### config.mk
export PLATFORM = sky130hd
export DESIGN_NAME = load_store_unit
export DESIGN_NICKNAME = d
export VERILOG_FILES = /design/src/rtl/lsu_pkg.sv /design/src/rtl/lsu_lane_align.sv /design/src/rtl/load_store_unit.sv
export SDC_FILE = /design/constraint.sdc
export NUM_CORES = 1
export LEC_CHECK = 0
export BUFFER_PORTS_ARGS = -buffer_cell sky130_fd_sc_hd__buf_2
export CELL_PAD_IN_SITES_DETAIL_PLACEMENT = 1
export CELL_PAD_IN_SITES_GLOBAL_PLACEMENT = 2
export CORE_AREA = 2 2 153 155
export DETAILED_ROUTE_END_ITERATION = 10
export DIE_AREA = 0 0 155 157
export HOLD_SLACK_MARGIN = 0.1
export PLACE_DENSITY_LB_ADDON = 0.12
export SYNTH_ARGS = -nofsm -noshare
export SYNTH_HDL_FRONTEND = slang
export SYNTH_HIERARCHICAL = 1
export SYNTH_SLANG_ARGS = --single-unit
### constraint.sdc
create_clock -name CLK -period 4 [get_ports CLK]
set_input_delay 0.2 -clock CLK [delete_from_list [all_inputs] [get_ports CLK]]
set_output_delay 0.2 -clock CLK [all_outputs]
set_load 0.05 [all_outputs]
### src/rtl/lsu_pkg.sv
// Shared encodings for the load/store unit: access sizes, FSM states and
// the default byte-to-word address shift.
package lsu_pkg;

    localparam logic [1:0] SZ_BYTE = 2'b00;
    localparam logic [1:0] SZ_HALF = 2'b01;
    localparam logic [1:0] SZ_WORD = 2'b10;
    localparam logic [1:0] SZ_RSVD = 2'b11;

    localparam int ADDR_LSB_DEF = 2;

    typedef enum logic [2:0] {
        IDLE,
        READ,
        CAPTURE,
        MERGE,
        WRITE,
        RESP
    } lsu_state_t;

endpackage

### src/rtl/lsu_lane_align.sv
// Combinational byte-lane logic for a 4-lane little-endian word:
// load extraction with sign/zero extension, store merge, and alignment check.
module lsu_lane_align
    import lsu_pkg::*;
(
    input  logic [31:0] i_word,
    input  logic [31:0] i_data,
    input  logic [1:0]  i_off,
    input  logic [1:0]  i_size,
    input  logic        i_signed,
    output logic [31:0] o_extract,
    output logic [31:0] o_merge,
    output logic        o_misaligned
);

    logic [4:0]  w_shamt;
    logic [15:0] w_lane;
    logic [31:0] w_mask;
    logic [31:0] w_ins;

    // Select the addressed lane(s), build the lane mask and flag bad alignment
    always_comb begin
        w_shamt      = {i_off, 3'b000};
        w_lane       = 16'(i_word >> w_shamt);
        w_mask       = 32'h0000_0000;
        o_extract    = 32'h0000_0000;
        o_misaligned = 1'b0;
        case (i_size)
            SZ_BYTE: begin
                w_mask    = 32'h0000_00FF << w_shamt;
                o_extract = {{24{i_signed & w_lane[7]}}, w_lane[7:0]};
            end
            SZ_HALF: begin
                w_mask       = 32'h0000_FFFF << w_shamt;
                o_extract    = {{16{i_signed & w_lane[15]}}, w_lane[15:0]};
                o_misaligned = i_off[0];
            end
            SZ_WORD: begin
                w_mask       = 32'hFFFF_FFFF;
                o_extract    = i_word;
                o_misaligned = (i_off != 2'b00);
            end
            default: o_misaligned = 1'b1;
        endcase
        // Store data is right-justified; shift it into the addressed lane(s)
        w_ins   = i_data << w_shamt;
        o_merge = (i_word & ~w_mask) | (w_ins & w_mask);
    end

endmodule

### src/rtl/load_store_unit.sv
// MEM-stage load/store sequencer. Issues word-wide accesses to dataMemory,
// performs sub-word stores by read-modify-write and returns extended load data.
module load_store_unit
    import lsu_pkg::*;
#(
    parameter int IN_BUS_WIDTH = 32,
    parameter int MEMORY_WIDTH = 32,
    parameter int ADDR_LSB     = ADDR_LSB_DEF
) (
    input  logic                    CLK,
    input  logic                    RST,
    input  logic                    reqValid,
    output logic                    reqReady,
    input  logic                    reqWrite,
    input  logic [1:0]              reqSize,
    input  logic                    reqSigned,
    input  logic [IN_BUS_WIDTH-1:0] ALUMemAdd,
    input  logic [MEMORY_WIDTH-1:0] writeDataM,
    output logic                    respValid,
    output logic                    respErr,
    output logic [MEMORY_WIDTH-1:0] loadDataW,
    output logic                    busy,
    output logic                    memWriteEn,
    output logic                    memReadEn,
    output logic [IN_BUS_WIDTH-1:0] memAdd,
    output logic [MEMORY_WIDTH-1:0] memWriteData,
    input  logic [MEMORY_WIDTH-1:0] memReadData
);

    lsu_state_t r_state;
    lsu_state_t w_next;

    logic                    r_write;
    logic [1:0]              r_size;
    logic [1:0]              r_off;
    logic                    r_signed;
    logic [MEMORY_WIDTH-1:0] r_wdata;

    logic                    w_accept;
    logic [1:0]              w_off;
    logic [1:0]              w_size;
    logic                    w_misaligned;
    logic [MEMORY_WIDTH-1:0] w_extract;
    logic [MEMORY_WIDTH-1:0] w_merge;

    assign reqReady = (r_state == IDLE) && !RST;
    assign busy     = (r_state != IDLE);
    assign w_accept = reqValid && reqReady;

    // In IDLE the lane logic sees the incoming request (alignment check);
    // afterwards it sees the latched request (extract/merge).
    assign w_off  = (r_state == IDLE) ? ALUMemAdd[1:0] : r_off;
    assign w_size = (r_state == IDLE) ? reqSize : r_size;

    lsu_lane_align u_align (
        .i_word      (memReadData),
        .i_data      (r_wdata),
        .i_off       (w_off),
        .i_size      (w_size),
        .i_signed    (r_signed),
        .o_extract   (w_extract),
        .o_merge     (w_merge),
        .o_misaligned(w_misaligned)
    );

    // Next-state selection for the access sequence
    always_comb begin
        w_next = r_state;
        case (r_state)
            IDLE: begin
                if (w_accept) begin
                    if (w_misaligned)
                        w_next = RESP;
                    else if (reqWrite && (reqSize == SZ_WORD))
                        w_next = WRITE;
                    else
                        w_next = READ;
                end
            end
            READ:    w_next = r_write ? MERGE : CAPTURE;
            CAPTURE: w_next = RESP;
            MERGE:   w_next = WRITE;
            WRITE:   w_next = RESP;
            RESP:    w_next = IDLE;
            default: w_next = IDLE;
        endcase
    end

    // State register and registered memory/response outputs
    always_ff @(posedge CLK) begin
        if (RST) begin
            r_state      <= IDLE;
            respValid    <= 1'b0;
            respErr      <= 1'b0;
            memReadEn    <= 1'b0;
            memWriteEn   <= 1'b0;
            loadDataW    <= '0;
            memAdd       <= '0;
            memWriteData <= '0;
        end else begin
            r_state    <= w_next;
            memReadEn  <= (w_next == READ);
            memWriteEn <= (w_next == WRITE);
            respValid  <= (w_next == RESP);
            // IDLE jumps straight to RESP only for a rejected request
            respErr    <= (r_state == IDLE) && (w_next == RESP);
            loadDataW  <= (r_state == CAPTURE) ? w_extract : '0;
            if (w_accept)
                memAdd <= ALUMemAdd >> ADDR_LSB;
            if (w_accept && (w_next == WRITE))
                memWriteData <= writeDataM;
            else if (r_state == MERGE)
                memWriteData <= w_merge;
        end
    end

    // Request fields captured at acceptance
    always_ff @(posedge CLK) begin
        if (w_accept) begin
            r_write  <= reqWrite;
            r_size   <= reqSize;
            r_off    <= ALUMemAdd[1:0];
            r_signed <= reqSigned;
            r_wdata  <= writeDataM;
        end
    end

endmodule
### After elaboration in Yosys (flattened, before gate mapping)

Index checks and enable logic that the tools add are counted.

| storage, ports and cells | value |
|---|---|
| bits in read-only memories | 0 |
| memories | 0 |
| word-level logic and storage cells | 59 |
| register bits | 139 |
| output and inout port bits | 102 |
| bits in writable memories | 0 |
| bits in latches | 0 |

| cells by class | value |
|---|---|
| multipliers | 0 |
| reduce and logical (&&, ||, !) cells | 13 |
| mux-type cells | 12 |
| add/sub/neg operators | 0 |
| shifts and indexed selects | 4 |
| eq/ne operators | 10 |
| magnitude comparators | 0 |
| bitwise operators | 7 |
| divide/modulo/power cells | 0 |

Operators by type and width:

| kind | count |
|---|---|
| case mux 32 bit (3 select lines) | 2 |
| AND 32 bit | 2 |
| two-way mux 32 bit | 2 |
| inverter 32 bit | 1 |
| bitwise OR 32 bit | 1 |
| left shift 16 x 5 -> 32 bit, first input constant | 1 |
| left shift 32 x 5 -> 32 bit | 1 |
| left shift 8 x 5 -> 32 bit, first input constant | 1 |
| right shift 32 x 5 -> 16 bit | 1 |
| case mux 3 bit (4 select lines) | 1 |
| == test 3 bit, second input constant | 3 |
| two-way mux 3 bit | 3 |
| == test 3 x 1 -> 1 bit, second input constant | 2 |
| == test 3 x 2 -> 1 bit, second input constant | 2 |
| logical AND 1 bit | 5 |
| == test 2 bit, second input constant | 2 |
| two-way mux 2 bit | 2 |
| nonzero test 2 bit | 2 |
| OR reduction 2 bit | 2 |
| logical NOT 3 bit | 1 |
| case mux 1 bit (3 select lines) | 1 |
| nonzero test 3 bit | 1 |
| AND 1 bit | 2 |
| == test 2 x 1 -> 1 bit, second input constant | 1 |
| 4 further kinds | 4 |

### Longest topological paths before layout

Gate-level depths: netlist of run 1.

| logic depth | value |
|---|---|
| word-level depth | 10 |
| depth in mapped cells | 16 |
| depth with buffers taken out | 11 |

### Modules after synthesis

The synthesis of run 1 kept the hierarchy.

Modules (own cells, without submodules):

| module | instances | cells an instance | seq. area each (µm²) | area each (µm²) |
|---|---|---|---|---|
| load_store_unit | 1 | 428 | 3163.0 | 5118.7 |
| lsu_lane_align | 1 | 275 | 0.0 | 1793.0 |

### Least setup slack after synthesis of run 1

Ideal clock, no wire load.

| timing path | value |
|---|---|
| path type | reg-to-reg |
| start | register r_state[2] |
| end | register memWriteData[10] |
| cell stages (with the launch flop) | 17 |
| slack | 0.880 ns |
| buffers on the path | 5 |
| data required time | 3.854 ns |
| setup time | 0.146 ns |
| arrival | 2.974 ns |
| cell sequence | dfxtp_1 buf_6 nor3_4 inv_1 nand2_1 nand2_1 buf_6 buf_2 or2_2 a21oi_1 nor2_1 and4bb_2 nand4b_1 buf_4 buf_2 nor2_1 a211oi_2 |

| on the way | value |
|---|---|
| longest elaborated chain between the ends | 10 |
| elaborated cells between the ends (all ways) | 31 |
| classes of those cells | eq/ne (7); shift (3); mux (9); bitwise (4); reduce/logical (8) |

Ends and longest elaborated chain:

| element | line | text |
|---|---|---|
| start: declaration | load_store_unit.sv:30 | `lsu_state_t r_state;` |
| start signal: assignment | load_store_unit.sv:101 | `r_state <= w_next;` |
| logical NOT 3 bit * | load_store_unit.sv:52 | `assign w_off = (r_state == IDLE) ? ALUMemAdd[1:0] : r_off;` |
| two-way mux 2 bit * | load_store_unit.sv:52 |  |
| net w_off[0] | load_store_unit.sv:40 | `logic [1:0] w_off;` |
| nonzero test 2 bit | lsu_lane_align.sv:41 | `o_misaligned = (i_off != 2'b00);` |
| case mux 1 bit (3 select lines) * | lsu_lane_align.sv:28 | `case (i_size)` |
| net w_misaligned | load_store_unit.sv:42 | `logic w_misaligned;` |
| two-way mux 3 bit * | load_store_unit.sv:72 | `if (w_misaligned)` |
| two-way mux 3 bit * | load_store_unit.sv:71 | `if (w_accept) begin` |
| case mux 3 bit (4 select lines) * | load_store_unit.sv:69 | `case (r_state)` |
| == test 3 bit * | load_store_unit.sv:110 | `if (w_accept && (w_next == WRITE))` |
| logical AND 1 bit * | load_store_unit.sv:110 |  |
| two-way mux 32 bit or nonzero test 2 bit (tied branches) | -- |  |
| end signal: assignment | load_store_unit.sv:111 | `memWriteData <= writeDataM;` |
| end signal: assignment | load_store_unit.sv:113 | `memWriteData <= w_merge;` |
| end: declaration | load_store_unit.sv:26 | `output logic [MEMORY_WIDTH-1:0] memWriteData,` |

The timed path passes the listed nets; every way through them passes the cells marked *. The select of a mux whose other input is x is not followed.
A chain may end at the register's enable or synchronous reset.

### Worst setup path in the final report of run 1

| timing path | value |
|---|---|
| start | register r_state[2] |
| end | register memWriteData[17] |

| on the way | value |
|---|---|
| elaborated cells between the ends (all ways) | 31 |
| classes of those cells | eq/ne (7); shift (3); mux (9); bitwise (4); reduce/logical (8) |

RTL lines:

| element | line | text |
|---|---|---|
| logical NOT 3 bit * | load_store_unit.sv:52 |  |
| two-way mux 2 bit * | load_store_unit.sv:52 |  |
| net w_off[1] | load_store_unit.sv:40 |  |
| left shift 16 x 5 -> 32 bit or left shift 8 x 5 -> 32 bit (tied branches) | lsu_lane_align.sv:34, lsu_lane_align.sv:30 |  |
| case mux 32 bit (3 select lines) | lsu_lane_align.sv:28 |  |
| inverter 32 bit | lsu_lane_align.sv:47 | `o_merge = (i_word & ~w_mask) \| (w_ins & w_mask);` |
| AND 32 bit | lsu_lane_align.sv:47 |  |
| bitwise OR 32 bit * | lsu_lane_align.sv:47 |  |
| net w_merge[17] | load_store_unit.sv:44 | `logic [MEMORY_WIDTH-1:0] w_merge;` |
| two-way mux 32 bit * | load_store_unit.sv:112 | `else if (r_state == MERGE)` |
| two-way mux 32 bit * | load_store_unit.sv:110 |  |

Marks and branches as above.

==> flow_summary.toml, run 1 <==
[power_and_ir_drop]
report.power.total_mw = 6.35
power_density_nw_per_um2 = 686
peakVddDrop_mv = 0.326
p_leak_nw = 4.36

[floorplan]
core_region_area_um2 = 22500
ios = 205
die_y_um = 157
die_area_um2 = 24300
rows = 55
initial_core_util_pct = 30.7
fp.dieW_um = 155

[timing]
finalCritPeriodShare_pct = 81.3
fin_crit_ns = 3.25
max_freq_mhz = 308
rsz0062_at_grt = "false"
slew_headroom_pct = 22.9
fin_ws_ns = 0.748
hold_viol = 0
setup-tns-final_ns = 0
setup_viol = 0
worst_pin_slew_ns = 1.15
fin_skew_ns = 0.00833
drv_slew = 0

[min_path]
holdCritPathClass = "in2reg"

[drt]
dr.first_iter.drc_count = 248
viasPerCell = 4.85
wl_met3_um = 1260
wl_met1_um = 9980
dr.pass1.iters = 4
ant_nets = 0
drc_errors = 0
routed.top_layer = "met4"
route.detailed.wl_per_inst_um = 18.0
wl_met2_um = 10800
drt_wl_total_um = 22500
num_vias = 6052

[placement]
dp_hpwl_um = 16300
port_buffers = 202
dpl.cell_count = 1146
pre_cts_slack_ns = 0.716
globalplace.congestion = 0.769
post_dp_cell_area_um2 = 8010

[clock_tree]
cts_resized = 0
cts_sinks = 139
clock_latency_ns = 0.42
numCtsBuffers = 17
cts-root-buf = "clkbuf_16"
cts_setup_buffers = 0
clockBufferDepth = 2
hold_buffers = 68
htreeDepth = 4
cts_tree = "yes"
clk_pin_slew_ns = 0.06

[grt]
grt_pass1_wl_um = 35500
grt-ovfl-total = 0
grt_pass1_vias = 6215
track_usage_pct = 18.8
grt_start_max_net_pins = 70
antenna_found_initial = 0

[critical_path]
critical_path.most_common_cell = "nand2_1"
cp_top_family = "simple AND/OR/NAND/NOR gates"
worstPathCellList = "nor3_4, inv_1, nand2_1, nand2_1, buf_4, nor2b_2, a21o_1, a21oi_4, mux2_2, mux2i_1, a211oi_2"
critical_path.max_fanout = 53
worst_setup_path_end_kind = "flop"
worstSetupStartpointType = "flop"
critPathKind = "reg2reg"
critPathRequiredTime_ns = 4.26
cp_num_buf_inv = 2
worstPathArrival_ns = 3.52
crit_slowest_cell = "nor2b_2"
max_stage_delay_ns = 0.67

[cells_and_area]
area_growth_pct = 34.0
fin_nets = 1051
drive_above_1_share_pct = 33.7
design_area_um2 = 9260
stdcell_count = 1247

[run_status]
status = "finished clean"

[synthesis]
synth_edf_count = 38
synthCells = 703
syn_area_um2 = 6910
async_flop_share_pct = 0
synth_ff_type = "dfxtp_1"
seq_area_frac_synth_pct = 45.8
synth_cell_type_count = 50
synth_seq_cells = 139
synth.avg_cell_area_um2 = 9.83
yosysWarnings = 6

[run]
cap_violations = 0
-- Yosys cell counts (all sizes together) (3+ instances only) --
master  instances  area share (%)
a22oi           7            0.76
nor2b          13             1.2
mux2           33             5.4
or2             3            0.27
nand2         123             6.7
and2           40             3.6
a211oi         41             6.8
edfxtp         38              17
nand3          28             2.1
o21ai          26             1.9
buf            35             4.0
inv             6            0.33
mux2i          56             8.1
o221ai          5            0.63
nor2           55             3.0
dfxtp         101              29
a21boi          5            0.54
clkbuf         20             1.1
a21o            3            0.33
a21oi          14             1.5
nand3b         32             3.6
-- area by class of cell --
| type | count | area (µm²) |
|---|---|---|
| clock inverter | 9 | 87.6 |
| sequential | 139 | 3160 |
| antenna | 1 | 2.50 |
| inverter | 6 | 22.5 |
| tap | 285 | 357 |
| fill | 2615 | 13200 |
| timing repair buffer | 280 | 1770 |
| multi-input combinational | 504 | 3380 |
| clock buffer | 23 | 478 |
-- power by group --
part	switching (mW)	internal, mW	total [mW]
sequential	0.113	1.65	1.76
combinational	1.97	1.10	3.07
clock	0.613	0.908	1.52
-- final timing paths --
check | startpoint | cells after the start | to | slack [ns]
min reg2reg | memAdd[5] | 2 | memAdd[5] | 0.47
max | r_state[2] | 11 | memWriteData[17] | 0.75
max reg2reg | r_state[2] | 11 | memWriteData[17] | 0.75
min | memReadData[5] | 4 | loadDataW[5] | 0.13
-- cells in the final DEF, fill, tap and decap left out, drive strengths merged, types with 14 or more instances in the layout --
master / netlist / final
and2: 40 / 40
nor2: 55 / 55
clkbuf: 20 / 23
a211oi: 41 / 41
dlygate4sd3: 0 / 68
o21ai: 26 / 26
a21oi: 14 / 14
buf: 35 / 212
nand2: 123 / 123
dfxtp: 101 / 101
nand3b: 32 / 32
edfxtp: 38 / 38
mux2: 33 / 33
nand3: 28 / 28
mux2i: 56 / 56
-- per-layer routing --
metal	vias up	global-route usage, %
met3	23	5.15
li1	2936	-
met4	0	5.95
met2	171	31.8
met5	-	0
met1	2922	23.4
-- sequential cells by signal (all words and copies together), names as in the netlist, 2 cells and up --
| register | count |
|---|---|
| r_state | 3 |
| r_size | 2 |
| loadDataW | 32 |
| r_wdata | 32 |
| memWriteData | 32 |
| r_off | 2 |
| memAdd | 30 |
-- worst register-to-register path: cells and delay by family (launching register included) --
kind                   cells  cell delay (ns)
AO/OA/AOI/OAI              3             0.39
buffers and inverters      2             0.66
flip-flops                 1             0.52
multiplexers               2             0.54
AND/OR/NAND/NOR            4             0.98
-- metrics by stage --
step | hold slack, ns | util, %
after global placement | 0.383 | 35.6
after floorplan | 0.299 | -
final | 0.129 | 41.2
after global routing | 0.152 | 41.1
after detailed placement | 0.389 | 35.6
after CTS | 0.117 | 41.1
-- logic make-up (layout without fill, tap and decap cells) --
group	Yosys count	in the layout	share of synthesized area, %
AND/OR/NAND/NOR	305	305	22.0
flip-flops	139	139	45.8
AO/OA/AOI/OAI	108	108	13.3
multiplexers	89	89	13.5
buffers and inverters	61	318	5.41
other	1	3	0.0543
No activity file was read; power rests on OpenSTA's default activity.
==> run 2: changes to the inputs <==
CORE_AREA = 2 2 161 163   (was 2 2 153 155)
DIE_AREA = 0 0 163 165   (was 0 0 155 157)
clock period = 2.78 ns   (was 4 ns; I/O delays follow)
==> flow_summary.toml, run 2 (synthesis gave the netlist of run 1 again) <==
[grt]
grt_use_met3_pct = 4.55
grt_start_max_net_pins = 39
grt.busiest_layer = "met2"
grt_pass1_wl_um = 37600
grt_pass1_vias = 6592
antenna_found_initial = 0
grt-ovfl-total = 0
grt_util_met2_pct = 32.0
track_usage_pct = 18.4
met1_usage_pct = 22.3

[clock_tree]
cts_sinks = 139
htreeDepth = 4
clock_latency_ns = 0.43
clk_pin_slew_ns = 0.06
cts-root-buf = "clkbuf_16"
clockBufferDepth = 2
numCtsBuffers = 17
cts_tree = "yes"

[critical_path]
worst_setup_path_end_kind = "flop"
crit_slowest_cell = "mux2_2"
crit_start = "r_state[2]"
critPathKind = "reg2reg"
worstReg2RegStart = "r_state[2]"
critPathRequiredTime_ns = 3.06
cp_top_family = "buffers and inverters"
max_stage_delay_ns = 0.35
critical_path.most_common_cell = "buf_4"
worstPathArrival_ns = 2.96
worstSetupStartpointType = "flop"
critical_path.max_fanout = 8
worstPathCellList = "nor3_4, clkinvlp_4, buf_4, nand2_1, nand2_2, buf_4, a21o_1, a21oi_4, buf_4, mux2_2, mux2i_1, a211oi_2"
cp_num_buf_inv = 4

[timing]
setup-tns-final_ns = 0
fin_skew_ns = 0.00917
worst_pin_slew_ns = 0.563
hold_viol = 0
drv_slew = 0
fin_crit_ns = 2.68
max_freq_mhz = 373
finalCritPeriodShare_pct = 96.4
setup_viol = 0
slew_headroom_pct = 62.4
fin_ws_ns = 0.0990

[floorplan]
rows = 58
fp.dieW_um = 163
initial_core_util_pct = 27.6
ios = 205
die_area_um2 = 26900
die_y_um = 165
core_region_area_um2 = 25000

[cells_and_area]
diodes = 0
fin_nets = 1099
area_growth_pct = 46.3
top_regs = "loadDataW: 32 flops, memWriteData: 32 flops, r_wdata: 32 flops"
layout_common_cells = "buf_2, nand2_1, dfxtp_1, dlygate4sd3_1, mux2i_1"
fillCellCount = 2867
drive_above_1_share_pct = 40.0
final_common_cell = "buf_2"

[drt]
ant_nets = 0
viasPerCell = 4.77
dr.first_iter.drc_count = 216
num_vias = 6381
drt_wl_total_um = 25900
route.detailed.wl_per_inst_um = 19.3
drc_errors = 0
dr.pass1.iters = 4

[power_and_ir_drop]
report.power.total_mw = 10.1
power_density_nw_per_um2 = 1000
p_leak_nw = 4.69
peakVddDrop_mv = 0.369

[run]
cap_violations = 0

[placement]
pre_cts_slack_ns = -0.121
globalplace.congestion = 0.766
dp_hpwl_um = 17500
port_buffers = 202

[min_path]
hp-start = "memReadData[7]"
holdCritPathClass = "in2reg"

[run_status]
status = "finished clean"
## run 2: cell count changes in the layout (fill, tap and decap cells not counted), sizes merged
cell | before | now
diode | 1 | 0
bufinv | 1 | 2
buf | 212 | 245
clkbuf | 23 | 26
bufbuf | 0 | 1
dlygate4sd3 | 68 | 78
## run 2: worst min-delay path, cell delays in order
cell and delay [ns]:
buf_2 0.14, a21o_1 0.11, and2_1 0.10
## run 2: metal layers
metal | up-vias | wire length (µm) | share of wire (%)
li1 | 3042 | - | -
met1 | 3131 | 11200 | 43
met2 | 174 | 12600 | 49
met3 | 34 | 1470 | 5.7
met4 | 0 | 574 | 2.2
met5 | - | 0 | 0
## run 2: power breakdown
group          internal, mW  leakage [nW]  switching (mW)
clock                  1.46         0.303           0.941
sequential             2.37          1.17           0.159
combinational          2.06          3.22            3.11
## run 2: final timing paths
| kind | to | slack [ns] | cells past startpoint |
|---|---|---|---|
| setup / recovery | memWriteData[21] | 0.1 | 12 |
| hold / removal | loadDataW[7] | 0.11 | 3 |
| setup reg to reg | memWriteData[21] | 0.1 | 12 |
| hold reg to reg | memAdd[16] | 0.47 | 2 |
## run 2: through the flow
step / utilization [%] / instances / instance area [µm²] / hold WS, ns
final: 40.4 / 1339 / 10100 / 0.107
after global routing: 40.4 / 1339 / 10100 / 0.112
after CTS: 39.1 / 1322 / 9790 / 0.102
after detailed placement: 33.2 / 1207 / 8310 / 0.331
after global placement: 33.2 / 1207 / 8310 / 0.322
after floorplan: - / 704 / 7020 / 0.238
## run 2: cell type report
| type | instances | area [µm²] | share of cell area, % |
|---|---|---|---|
| Inverter | 6 | 26.3 | 0.260 |
| Clock inverter | 10 | 126 | 1.25 |
| Timing Repair Buffer | 328 | 2350 | 23.2 |
| Sequential cell | 139 | 3170 | 31.3 |
| Tap cell | 330 | 413 | 4.08 |
| Clock buffer | 22 | 495 | 4.90 |
| Multi-Input combinational cell | 504 | 3540 | 35.0 |
## run 2: timing repair
item                                    in CTS  in global routing
hold buffers                                78                  0
pin swaps                                    0                 11
endpoints found under the setup margin      32                 49
cloned                                       2                  5
gates resized for setup                      2                 27
hold endpoints to repair                   110                  0
setup buffers                                3                 12
